==> src/rtl/ps2_pkg.sv <==
// Shared constants and types for the PS/2 scan-code-set-2 key event encoder.
// Byte values, FSM states, the pause sequence and ps2_key field positions live here.
package ps2_pkg;

  localparam logic [7:0] PS2_EXT        = 8'hE0;
  localparam logic [7:0] PS2_BRK        = 8'hF0;
  localparam logic [7:0] PS2_PAUSE      = 8'hE1;
  localparam logic [7:0] PS2_FAKE_SHIFT = 8'h12;

  // Device responses that never represent a key and are silently dropped
  localparam logic [7:0] PS2_RSP_BAT    = 8'hAA;
  localparam logic [7:0] PS2_RSP_ACK    = 8'hFA;
  localparam logic [7:0] PS2_RSP_RESEND = 8'hFE;
  localparam logic [7:0] PS2_RSP_ECHO   = 8'hEE;

  typedef enum logic [2:0] {
    IDLE,
    EXT,
    BRK,
    EXT_BRK,
    PAUSE,
    GAP
  } ps2_state_e;

  // Bytes that follow the leading E1 of the pause key
  localparam logic [7:0] PAUSE_SEQ [0:6] = '{8'h14, 8'h77, 8'hE1, 8'hF0, 8'h14, 8'hF0, 8'h77};
  localparam logic [2:0] PAUSE_LAST = 3'd6;

  localparam int KEY_TOGGLE  = 10;
  localparam int KEY_PRESSED = 9;
  localparam int KEY_EXT     = 8;

endpackage

==> src/rtl/ps2_key_encoder.sv <==
// Converts a raw PS/2 set-2 byte stream into 11-bit ps2_key events (toggle, pressed, extended, code).
// One counter is shared between the post-event gap and the prefix timeout.
module ps2_key_encoder
  import ps2_pkg::*;
#(
  parameter int MIN_GAP        = 4,
  parameter int PREFIX_TIMEOUT = 1048576
) (
  input  logic        clock,
  input  logic        reset,
  input  logic        byte_valid,
  output logic        byte_ready,
  input  logic [7:0]  byte_data,
  output logic [10:0] ps2_key,
  output logic        key_strobe,
  output logic        proto_err
);

  localparam int CNT_MAX = (MIN_GAP > PREFIX_TIMEOUT) ? MIN_GAP : PREFIX_TIMEOUT;
  localparam int CW      = $clog2(CNT_MAX) + 1;
  localparam logic [CW-1:0] GAP_LAST = CW'(MIN_GAP - 1);
  localparam logic [CW-1:0] TO_LAST  = CW'(PREFIX_TIMEOUT - 1);

  ps2_state_e    state_q, state_d;
  logic [CW-1:0] cnt_q, cnt_d;
  logic [2:0]    idx_q, idx_d;
  logic [10:0]   key_q, key_d;
  logic          strobe_q, strobe_d;
  logic          err_q, err_d;

  logic accept;
  logic emit, emitPressed, emitExt, raiseErr;

  assign byte_ready = (state_q != GAP);
  assign accept     = byte_valid & byte_ready;
  assign ps2_key    = key_q;
  assign key_strobe = strobe_q;
  assign proto_err  = err_q;

  always_ff @(posedge clock or posedge reset) begin
    if (reset) begin
      state_q  <= IDLE;
      cnt_q    <= '0;
      idx_q    <= '0;
      key_q    <= '0;
      strobe_q <= 1'b0;
      err_q    <= 1'b0;
    end else begin
      state_q  <= state_d;
      cnt_q    <= cnt_d;
      idx_q    <= idx_d;
      key_q    <= key_d;
      strobe_q <= strobe_d;
      err_q    <= err_d;
    end
  end

  always_comb begin
    state_d     = state_q;
    cnt_d       = cnt_q;
    idx_d       = idx_q;
    key_d       = key_q;
    strobe_d    = 1'b0;
    err_d       = 1'b0;
    emit        = 1'b0;
    emitPressed = 1'b0;
    emitExt     = 1'b0;
    raiseErr    = 1'b0;

    case (state_q)
      IDLE: begin
        cnt_d = '0;
        if (accept) begin
          case (byte_data)
            PS2_EXT:   state_d = EXT;
            PS2_BRK:   state_d = BRK;
            PS2_PAUSE: begin
              state_d = PAUSE;
              idx_d   = '0;
            end
            PS2_RSP_BAT, PS2_RSP_ACK, PS2_RSP_RESEND, PS2_RSP_ECHO: state_d = IDLE;
            default: begin
              emit        = 1'b1;
              emitPressed = 1'b1;
            end
          endcase
        end
      end

      EXT, BRK, EXT_BRK, PAUSE: begin
        if (accept) begin
          cnt_d = '0;
          case (state_q)
            EXT: begin
              if (byte_data == PS2_BRK) state_d = EXT_BRK;
              else if (byte_data == PS2_FAKE_SHIFT) state_d = IDLE;
              else if (byte_data == PS2_EXT || byte_data == PS2_PAUSE) raiseErr = 1'b1;
              else begin
                emit        = 1'b1;
                emitPressed = 1'b1;
                emitExt     = 1'b1;
              end
            end
            BRK: begin
              if (byte_data == PS2_EXT || byte_data == PS2_PAUSE || byte_data == PS2_BRK)
                raiseErr = 1'b1;
              else emit = 1'b1;
            end
            EXT_BRK: begin
              if (byte_data == PS2_FAKE_SHIFT) state_d = IDLE;
              else if (byte_data == PS2_EXT || byte_data == PS2_PAUSE || byte_data == PS2_BRK)
                raiseErr = 1'b1;
              else begin
                emit    = 1'b1;
                emitExt = 1'b1;
              end
            end
            default: begin
              // Pause has no break event; its final matching byte reports an extended make of 77
              if (byte_data != PAUSE_SEQ[idx_q]) raiseErr = 1'b1;
              else if (idx_q == PAUSE_LAST) begin
                emit        = 1'b1;
                emitPressed = 1'b1;
                emitExt     = 1'b1;
              end else idx_d = idx_q + 3'd1;
            end
          endcase
        end else if (cnt_q == TO_LAST) begin
          raiseErr = 1'b1;
        end else begin
          cnt_d = cnt_q + 1'b1;
        end
      end

      GAP: begin
        if (cnt_q == GAP_LAST) begin
          state_d = IDLE;
          cnt_d   = '0;
        end else begin
          cnt_d = cnt_q + 1'b1;
        end
      end

      default: state_d = IDLE;
    endcase

    if (raiseErr) begin
      err_d   = 1'b1;
      state_d = IDLE;
      cnt_d   = '0;
    end

    if (emit) begin
      key_d    = {~key_q[KEY_TOGGLE], emitPressed, emitExt, byte_data};
      strobe_d = 1'b1;
      state_d  = GAP;
      cnt_d    = '0;
    end
  end

endmodule

==> config.mk <==
export PLATFORM = sky130hd
export DESIGN_NAME = ps2_key_encoder
export DESIGN_NICKNAME = d
export VERILOG_FILES = /design/src/rtl/ps2_pkg.sv /design/src/rtl/ps2_key_encoder.sv
export SDC_FILE = /design/constraint.sdc
export NUM_CORES = 1
export LEC_CHECK = 0
export CELL_PAD_IN_SITES_DETAIL_PLACEMENT = 0
export CELL_PAD_IN_SITES_GLOBAL_PLACEMENT = 1
export CORE_MARGIN = 2
export CORE_UTILIZATION = 44
export DETAILED_ROUTE_END_ITERATION = 8
export PLACE_DENSITY_LB_ADDON = 0.1
export SLEW_MARGIN = 20
export SYNTH_ARGS = -nofsm -noshare
export SYNTH_HDL_FRONTEND = slang
export SYNTH_SLANG_ARGS = --single-unit
==> constraint.sdc <==
create_clock -name clock -period 3.5 [get_ports clock]
set_input_delay 1.05 -clock clock [delete_from_list [all_inputs] [get_ports clock]]
set_output_delay 1.05 -clock clock [all_outputs]
set_load 0.1 [all_outputs]
Word level (Yosys, flattened, before mapping)
Memory sizes are Yosys's and may differ from the RTL's.
Cells that the tools add are included.
{"block": "totals", "wordCells": 111, "out_inout_bits": 14, "rom_bits": 64, "reg_bits": 40, "memories": 1}
{"block": "classes", "addsub": 2, "bitwise": 3, "n_eq_ne": 30, "mux": 55, "magnitude_cmp": 1, "n_reduce_logical": 13}
{"memory": "(no name shown)", "depth": 8, "width": 8, "rd": 1, "rd_clocked_by_memory_dff": 0, "wr": 0, "line": "ps2_key_encoder.sv:120", "source": "if (byte_data != PAUSE_SEQ[idx_q]) raiseErr = 1'b1;"}
{"cell": "$mux 21", "count": 5}
{"cell": "$pmux 21 s3", "count": 1}
{"cell": "$eq 8x8->1 const B", "count": 7}
{"cell": "$mux 3", "count": 13}
{"cell": "$mux 1", "count": 24}
{"cell": "$add 21x1->21 const B", "count": 1}
{"cell": "$eq 21x2->1 const B", "count": 1}
{"cell": "$eq 21x20->1 const B", "count": 1}
{"cell": "$mux 8", "count": 2}
{"cell": "$ne 2x2->1 const B", "count": 6}
{"cell": "$ne 4x4->1 const B", "count": 3}
{"cell": "$pmux 3 s2", "count": 2}
{"cell": "$pmux 3 s4", "count": 1}
{"cell": "$ne 5x5->1 const B", "count": 2}
{"cell": "$eq 3x3->1 const B", "count": 3}
{"cell": "$pmux 1 s3", "count": 3}
{"cell": "$pmux 3 s3", "count": 1}
{"cell": "$eq 8x5->1 const B", "count": 1}
{"cell": "$ne 8x8->1", "count": 1}
{"cell": "$reduce_or 4->1", "count": 2}
{"cell": "$ne 7x6->1 const B", "count": 1}
{"cell": "$reduce_and 7->1", "count": 1}
{"cell": "$reduce_or 7->1", "count": 1}
{"cell": "$eq 3x2->1 const B", "count": 2}
{"cell": "other kinds (16)", "count": 19}

Depth between registers and ports, before layout
Gate-level depths: netlist (run 1).
{"block": "depth", "ltp_word": 11, "depth_mapped": 11, "depth_no_buf": 9}

Worst setup path after synthesis (run 1)
OpenSTA, ideal clock, no wires.
{"block": "synth_timing", "path_kind": "input-to-reg", "startpoint": "input byte_data[0]", "endpoint": "register key_q[0], in the netlist ps2_key[0]", "arrival_ns": 2.843, "setup_slack_ns": 0.531, "required_ns": 3.375, "path_stages": 8, "path_cell_list": "buf_6 or3_1 a21oi_1 o211ai_1 nor4_1 a22o_2 buf_6 mux2_2"}
{"block": "synth_via", "elab_chain_len": 8, "word_cells_on_any_way": 23}
{"item": "start, declared", "line": "ps2_key_encoder.sv:13", "source": "input logic [7:0] byte_data,"}
{"item": "$eq 8x8->1"}
{"item": "$logic_or 1x1->1", "line": "ps2_key_encoder.sv:97, ps2_key_encoder.sv:105, ps2_key_encoder.sv:111"}
{"item": "$mux 1 / $logic_or 1x1->1 (equally long branches)", "line": "ps2_key_encoder.sv:97, ps2_key_encoder.sv:105, ps2_key_encoder.sv:111"}
{"item": "$mux 1, on equally long branches", "line": "ps2_key_encoder.sv:96, ps2_key_encoder.sv:105, ps2_key_encoder.sv:111"}
{"item": "$mux 1, on equally long branches", "line": "ps2_key_encoder.sv:95, ps2_key_encoder.sv:110"}
{"item": "$pmux 1 s3", "line": "ps2_key_encoder.sv:93", "source": "case (state_q)"}
{"item": "$mux 1", "line": "ps2_key_encoder.sv:91", "source": "if (accept) begin"}
{"item": "$pmux 1 s2 (*)", "line": "ps2_key_encoder.sv:70", "source": "case (state_q)"}
{"item": "named net emit", "line": "ps2_key_encoder.sv:32", "source": "logic emit, emitPressed, emitExt, raiseErr;"}
{"item": "end signal, assigned", "line": "ps2_key_encoder.sv:52", "source": "key_q <= key_d;"}
{"item": "end, declared", "line": "ps2_key_encoder.sv:27", "source": "logic [10:0] key_q, key_d;"}
The timed path passes the listed nets; every way through them passes the cells marked *.
A chain may end at the register's enable or synchronous reset.

Final worst setup path (run 1)
{"block": "layout_timing", "startpoint": "input byte_data[5]", "endpoint": "register key_q[3], in the netlist ps2_key[3]"}
{"block": "layout_via", "elab_chain_len": 8, "word_cells_on_any_way": 23}
{"item": "$eq 8x8->1"}
{"item": "$logic_or 1x1->1", "line": "ps2_key_encoder.sv:97, ps2_key_encoder.sv:105, ps2_key_encoder.sv:111"}
{"item": "$mux 1 / $logic_or 1x1->1 (equally long branches)", "line": "ps2_key_encoder.sv:97, ps2_key_encoder.sv:105, ps2_key_encoder.sv:111"}
{"item": "$mux 1, on equally long branches", "line": "ps2_key_encoder.sv:96, ps2_key_encoder.sv:105, ps2_key_encoder.sv:111"}
{"item": "$mux 1, on equally long branches", "line": "ps2_key_encoder.sv:95, ps2_key_encoder.sv:110"}
{"item": "$pmux 1 s3", "line": "ps2_key_encoder.sv:93"}
{"item": "$mux 1", "line": "ps2_key_encoder.sv:91"}
{"item": "$pmux 1 s2 (*)", "line": "ps2_key_encoder.sv:70"}
Every way passes the cells marked *; elsewhere a longest branch is shown, timed or not.

==> impl_metrics.yaml, run 1 <==
placement:
  buffer_ports.inserted: 24
  dpl.hpwl_um: 4750
  routabilityCongestion: 0.828
  place_area_um2: 3050
worst_hold_path:
  hp-class: "reg -> reg"
cells_and_area:
  drive_gt1_share_pct: 19.8
  antenna_cells: 0
  syn_to_final_growth_pct: 20.8
  regArea_um2: 1000
  layout.nets: 355
  fin_area_um2: 3120
  n_fill_cell: 535
  final_common_cell: "buf_4"
  multi_input_area_um2: 1460
  mostFrequentLayoutCells: "buf_4, dfrtp_1, nand2_1, nor2_1, nand3_1"
floorplanning:
  die_area_um2: 6510
  start_util_pct: 46.1
  row_count: 27
  die_w_um: 80.7
  core_area_um2: 5610
  die_h_um: 80.7
  io_pins: 25
sta:
  rsz0062_at_grt: "false"
  tightest_slew_ns: 0.591
  final_period_minus_worst_setup_slack_ns: 3.24
  finClkSkew_ns: 0.00788
  hold_violations: 0
  slew_violations: 0
  period_share_pct: 92.5
  tns_ns: 0
  setup_violations: 0
  timing.hold.ws_ns: 0.483
  slew_headroom_pct: 60.4
  max_freq_ghz: 0.309
route:
  finalWirelength_um: 6420
  vias: 2364
  first_pass_iters: 4
  wl_per_cell_um: 15.6
  drc: 0
  postRouteAntennaNets: 0
  via_per_inst: 5.75
  first_iter_violations: 150
clocking:
  post_cts_buffers: 0
  clk_pin_slew_ns: 0.07
  cts.sinks: 40
  postCtsResizedCells: 0
  cts_root_buffer: "clkbuf_8"
  holdBufCountCts: 0
  cts-htree-levels: 2
  cts_tree: "done"
  cts_made_buffers: 5
  clk_latency_ns: 0.29
  cts_buffer_depth: 2
logic_synthesis:
  syn-num-nets: 310
  synth_cell_type_count: 57
  ys_ff_latch: 40
  synth_area_um2: 2590
  synthCells: 294
  ys_seq_area_share_pct: 38.7
  ys.warnings.count: 0
  synth_top_flop_cell: "dfrtp_1"
  avgSynthCellArea_um2: 8.80
  async_reset_ff_share_pct: 100
  synth_enable_flop_cells: 0
setup_path:
  crit_family: "simple AND/OR/NAND/NOR gates"
  cp_max_fo: 10
  cpPeakStageDelay_ns: 0.49
  end_kind: "register"
  path_cells: "clkdlybuf4s50_1 > or3b_1 > a2bb2oi_1 > o211ai_1 > nor4_1 > a22o_2 > mux2_2"
  critPathKind: "in -> reg"
  cp_num_buf_inv: 1
  crit_arrival_ns: 3.41
  crit_slowest_cell: "clkdlybuf4s50_1"
  critPathRequiredTime_ns: 3.67
  startpoint_type: "input port"
power:
  pwr_density_cell_nw_per_um2: 813
  p_leak_nw: 1.41
  vdd_drop_max_mv: 0.796
run:
  drv_cap: 0
grt:
  grt_remaining_overflow: 0
  antenna_found_initial: 0
  grt_pass1_wl_um: 10900
  grt_pass1_vias: 2172
  grtUsageTotal_pct: 21.9
  grt_start_max_net_pins: 41
outcome:
  status: "completed"
[worst register-to-register path, cell delays in order (launching register included)]
cell and delay [ns]:
dfrtp_1 0.47, inv_1 0.10, ha_1 0.31, xor2_1 0.15, nor4_1 0.24, o211ai_1 0.21, nor4_1 0.39, a22o_2 0.37
mux2_2 0.37
[worst paths after layout]
path / start / to / slack [ns] / cells after the start
worst max register to register: idx_q[1]$_DFFE_PP0P_ / ps2_key[3]$_DFFE_PP0N_ / 0.79 / 8
worst min register to register: ps2_key[10]$_DFFE_PP0N_ / ps2_key[10]$_DFFE_PP0N_ / 0.48 / 1
min in group asynchronous: reset / ps2_key[4]$_DFFE_PP0N_ / 1.21 / 3
worst min-delay path: ps2_key[10]$_DFFE_PP0N_ / ps2_key[10]$_DFFE_PP0N_ / 0.48 / 1
worst max-delay path: byte_data[5] / ps2_key[3]$_DFFE_PP0N_ / 0.26 / 7
max in group asynchronous: reset / ps2_key[3]$_DFFE_PP0N_ / 1.94 / 3
[where the power goes]
part	total, mW	switching [mW]	internal [mW]	leakage, nW
Clock	0.295	0.159	0.136	0.0410
Sequential	0.640	0.0755	0.564	0.521
Combinational	1.60	1.09	0.514	0.851
Total	2.54	1.32	1.21	1.41
[per-layer routing]
metal  vias to the layer above  part of all wire, %  track usage, %
met1                      1128                   54            35.6
met4                         0                 0.75            4.58
met3                         5                  4.6            4.04
li1                       1172                    -               -
met5                         -                    0               0
met2                        59                   40            29.3
[synthesized netlist by cell type, types with 2 or more instances]
cell	instances	area (um2)
dfrtp_1	40	1000
nor2b_1	3	18.8
a21oi_1	9	45.0
nor3_1	3	15.0
mux2_2	9	101
nor2_1	24	90.1
buf_6	2	22.5
nand3_1	20	100
nand2_1	35	131
a211o_1	4	35.0
o21ai_0	18	90.1
buf_2	5	25.0
nor4_1	11	68.8
o22ai_1	2	12.5
and4_1	2	17.5
nand2b_1	3	18.8
o211ai_1	6	45.0
a31oi_1	2	12.5
or3_1	4	25.0
a22o_1	4	35.0
and3_1	8	50.1
xor2_1	5	43.8
xnor2_1	6	52.6
inv_1	12	45.0
ha_1	5	62.6
nor4bb_1	2	20.0
nor3b_1	2	15.0
nand4_1	7	43.8
a21o_1	6	45.0
clkbuf_1	7	26.3
a41oi_1	2	17.5
[per-stage QoR]
step | power [mW] | setup slack [ns] | utilization (%) | cells
after detailed placement | 2.25 | -0.0185 | 54.3 | 404
after global routing | 2.68 | 0.102 | 55.7 | 411
after CTS | 2.55 | 0.276 | 55.7 | 411
final | 2.54 | 0.263 | 55.7 | 411
after global placement | 2.24 | 0.0622 | 54.3 | 404
after floorplan | 1.79 | 0.531 | - | 294
[layout make-up]
type	count	share of cell area (%)
multi-input combinational	227	46.8
sequential	40	32.1
timing repair buffer	53	14.3
tap	72	2.88
clock buffer	6	2.32
inverter	12	1.44
clock inverter	1	0.160
[cells by family (layout without fill, tap and decap cells)]
| group | Yosys count | count (layout) | share of synthesized area, % |
|---|---|---|---|
| compound gates | 68 | 68 | 18.6 |
| xor+xnor | 11 | 11 | 3.73 |
| fa+ha+maj | 5 | 5 | 2.42 |
| buf+inv | 27 | 72 | 4.79 |
| flops | 40 | 40 | 38.7 |
| mux | 10 | 10 | 4.31 |
| simple gates | 133 | 133 | 27.4 |
[registers in the layout, summed over array words and instances, names as in the netlist]
name and count:
proto_err 1, key_strobe 1, state_q 3, ps2_key 11
cnt_q 21, idx_q 3
Power figures use the tool's default switching activity.
==> inputs of run 2 (changes only) <==
--- a/config.mk
+++ b/config.mk
@@ -5,12 +5,14 @@
 export SDC_FILE = /design/constraint.sdc
 export NUM_CORES = 1
 export LEC_CHECK = 0
+export ABC_CLOCK_PERIOD_IN_PS = 3500
 export CELL_PAD_IN_SITES_DETAIL_PLACEMENT = 0
 export CELL_PAD_IN_SITES_GLOBAL_PLACEMENT = 1
 export CORE_MARGIN = 2
 export CORE_UTILIZATION = 44
 export DETAILED_ROUTE_END_ITERATION = 8
 export PLACE_DENSITY_LB_ADDON = 0.1
+export RECOVER_POWER = 100
 export SLEW_MARGIN = 20
 export SYNTH_ARGS = -nofsm -noshare
 export SYNTH_HDL_FRONTEND = slang
==> run 2 against run 1 <==
Global-route usage did not move; worst setup slack got worse by 0.034 ns; first-iteration DRC count rose by 10%; highest routed layer unchanged; via count barely moved; design area fell by 2.6%.
==> impl_metrics.yaml, run 2 (synthesized netlist as in run 1, its figures left out) <==
floorplanning:
  row_count: 27
  core_area_um2: 5610
  die_area_um2: 6510
  start_util_pct: 46.1
  die_w_um: 80.7
  die_h_um: 80.7
  io_pins: 25
grt:
  grt_pass1_vias: 2172
  grtUsageTotal_pct: 21.9
  grt_remaining_overflow: 0
  antenna_found_initial: 0
  grt_pass1_wl_um: 10900
  grt_start_max_net_pins: 41
cells_and_area:
  final_common_cell: "dfrtp_1"
  layout.nets: 355
  drive_gt1_share_pct: 14.7
  fin_cells: 411
  mostFrequentLayoutCells: "dfrtp_1, nand2_1, nor2_1, buf_4, nand3_1"
  multi_input_area_um2: 1460
  syn_to_final_growth_pct: 17.7
  fin_area_um2: 3040
  regArea_um2: 1000
  largest_reg_flops: 21
  n_fill_cell: 551
  antenna_cells: 0
  regMostFlops: "cnt_q"
sta:
  timing.hold.ws_ns: 0.481
  tns_ns: 0
  tightest_slew_ns: 1.18
  setup_violations: 0
  hold_violations: 0
  slew_violations: 0
  final_period_minus_worst_setup_slack_ns: 3.27
  max_freq_ghz: 0.306
  rsz0062_at_grt: "false"
  period_share_pct: 93.5
  finClkSkew_ns: 0.00672
  slew_headroom_pct: 21.6
power:
  pwr_density_cell_nw_per_um2: 792
  vdd_drop_max_mv: 0.756
  p_int_mw: 1.10
  p_leak_nw: 1.35
  swShare_pct: 54.4
  power_frac_seq_pct: 26.4
  pwr-share-comb_pct: 61.4
  p_clk_share_pct: 12.2
  power_mw: 2.41
  switching_power_mw: 1.31
clocking:
  cts_made_buffers: 5
  postCtsResizedCells: 0
  cts_tree: "done"
  clk_pin_slew_ns: 0.08
  post_cts_buffers: 0
  clk_latency_ns: 0.29
  cts_buffer_depth: 2
  cts_root_buffer: "clkbuf_8"
  holdBufCountCts: 0
  cts.sinks: 40
  cts-htree-levels: 2
outcome:
  status: "completed"
route:
  drc: 0
  first_pass_iters: 5
  finalWirelength_um: 6450
  vias: 2365
  first_iter_violations: 165
  wl_per_cell_um: 15.7
  postRouteAntennaNets: 0
  via_per_inst: 5.75
worst_hold_path:
  holdCritStartpoint: "ps2_key[10]$_DFFE_PP0N_"
  hp-class: "reg -> reg"
  min_to: "ps2_key[10]$_DFFE_PP0N_"
  holdPathStages: 1
placement:
  place_inst: 404
  buffer_ports.inserted: 24
  routabilityCongestion: 0.828
  dpl.hpwl_um: 4750
  place_area_um2: 3050
setup_path:
  end_kind: "register"
  timing.rr.end: "ps2_key[3]$_DFFE_PP0N_"
  cp_max_fo: 9
  r2r_start: "idx_q[1]$_DFFE_PP0P_"
  critPathKind: "in -> reg"
  worst-r2r-cell-count: 8
  reg2reg_slack_ns: 0.79
  crit_arrival_ns: 3.45
  critPathRequiredTime_ns: 3.68
  startpoint_type: "input port"
run:
  drv_cap: 0
## run 2: cell types whose count changed in the layout (fill, tap and decap cells not counted), sizes merged
cell | before | now
buf | 43 | 25
clkbuf | 6 | 24
dlygate4sd3 | 0 | 1
clkdlybuf4s50 | 10 | 9
## run 2: final cells by class
| cell class | instances | area share [%] |
|---|---|---|
| Sequential cell | 40 | 32.9 |
| Multi-Input combinational cell | 227 | 47.8 |
| Clock inverter | 1 | 0.164 |
| Clock buffer | 6 | 2.38 |
| Timing Repair Buffer | 53 | 12.3 |
| Tap cell | 72 | 2.96 |
| Inverter | 12 | 1.48 |
## run 2: per-layer routing
metal / global-route usage (%) / share of wire (%) / up-vias
li1: - / - / 1173
met3: 4.04 / 4.3 / 5
met5: 0 / 0 / -
met1: 35.6 / 55 / 1133
met4: 4.58 / 0.76 / 0
met2: 29.3 / 40 / 54
## run 2: metrics by stage
stage	setup slack [ns]	util, %
CTS	0.276	55.7
finish	0.229	54.3
detailed placement	-0.0185	54.3
global route	0.0678	54.3
global placement	0.0622	54.3
floorplan	0.531	-
## run 2: how the worst max path moves through the flow
| stage | startpoint | to | slack, ns |
|---|---|---|---|
| 5_1_grt | byte_data[1] | cnt_q[19]$_DFFE_PP0P_ | 0.07 |
| 3_3_place_gp | byte_data[5] | ps2_key[5]$_DFFE_PP0N_ | 0.06 |
| 2_1_floorplan | byte_data[0] | ps2_key[0]$_DFFE_PP0N_ | 0.53 |
| 4_1_cts | byte_data[4] | ps2_key[5]$_DFFE_PP0N_ | 0.28 |
| 6_report | byte_data[2] | cnt_q[6]$_DFFE_PP0P_ | 0.23 |
| 3_5_place_dp | byte_data[5] | ps2_key[5]$_DFFE_PP0N_ | -0.02 |
## run 2: power by group through the flow
stage / combinational, mW / clock (mW) / sequential, mW
floorplan: 0.619 / 0 / 1.17
global placement: 1.59 / 0 / 0.646
detailed placement: 1.60 / 0 / 0.648
CTS: 1.60 / 0.306 / 0.640
global route: 1.58 / 0.327 / 0.655
finish: 1.48 / 0.294 / 0.637
## run 2: critical path, stage by stage
cell	delay, ns
clkdlybuf4s50_1	0.41
nor2_1	0.30
a41oi_1	0.21
o221ai_1	0.24
buf_4	0.16
o2111ai_1	0.20
and3_1	0.29
clkbuf_2	0.20
a21o_1	0.21
a22o_1	0.17
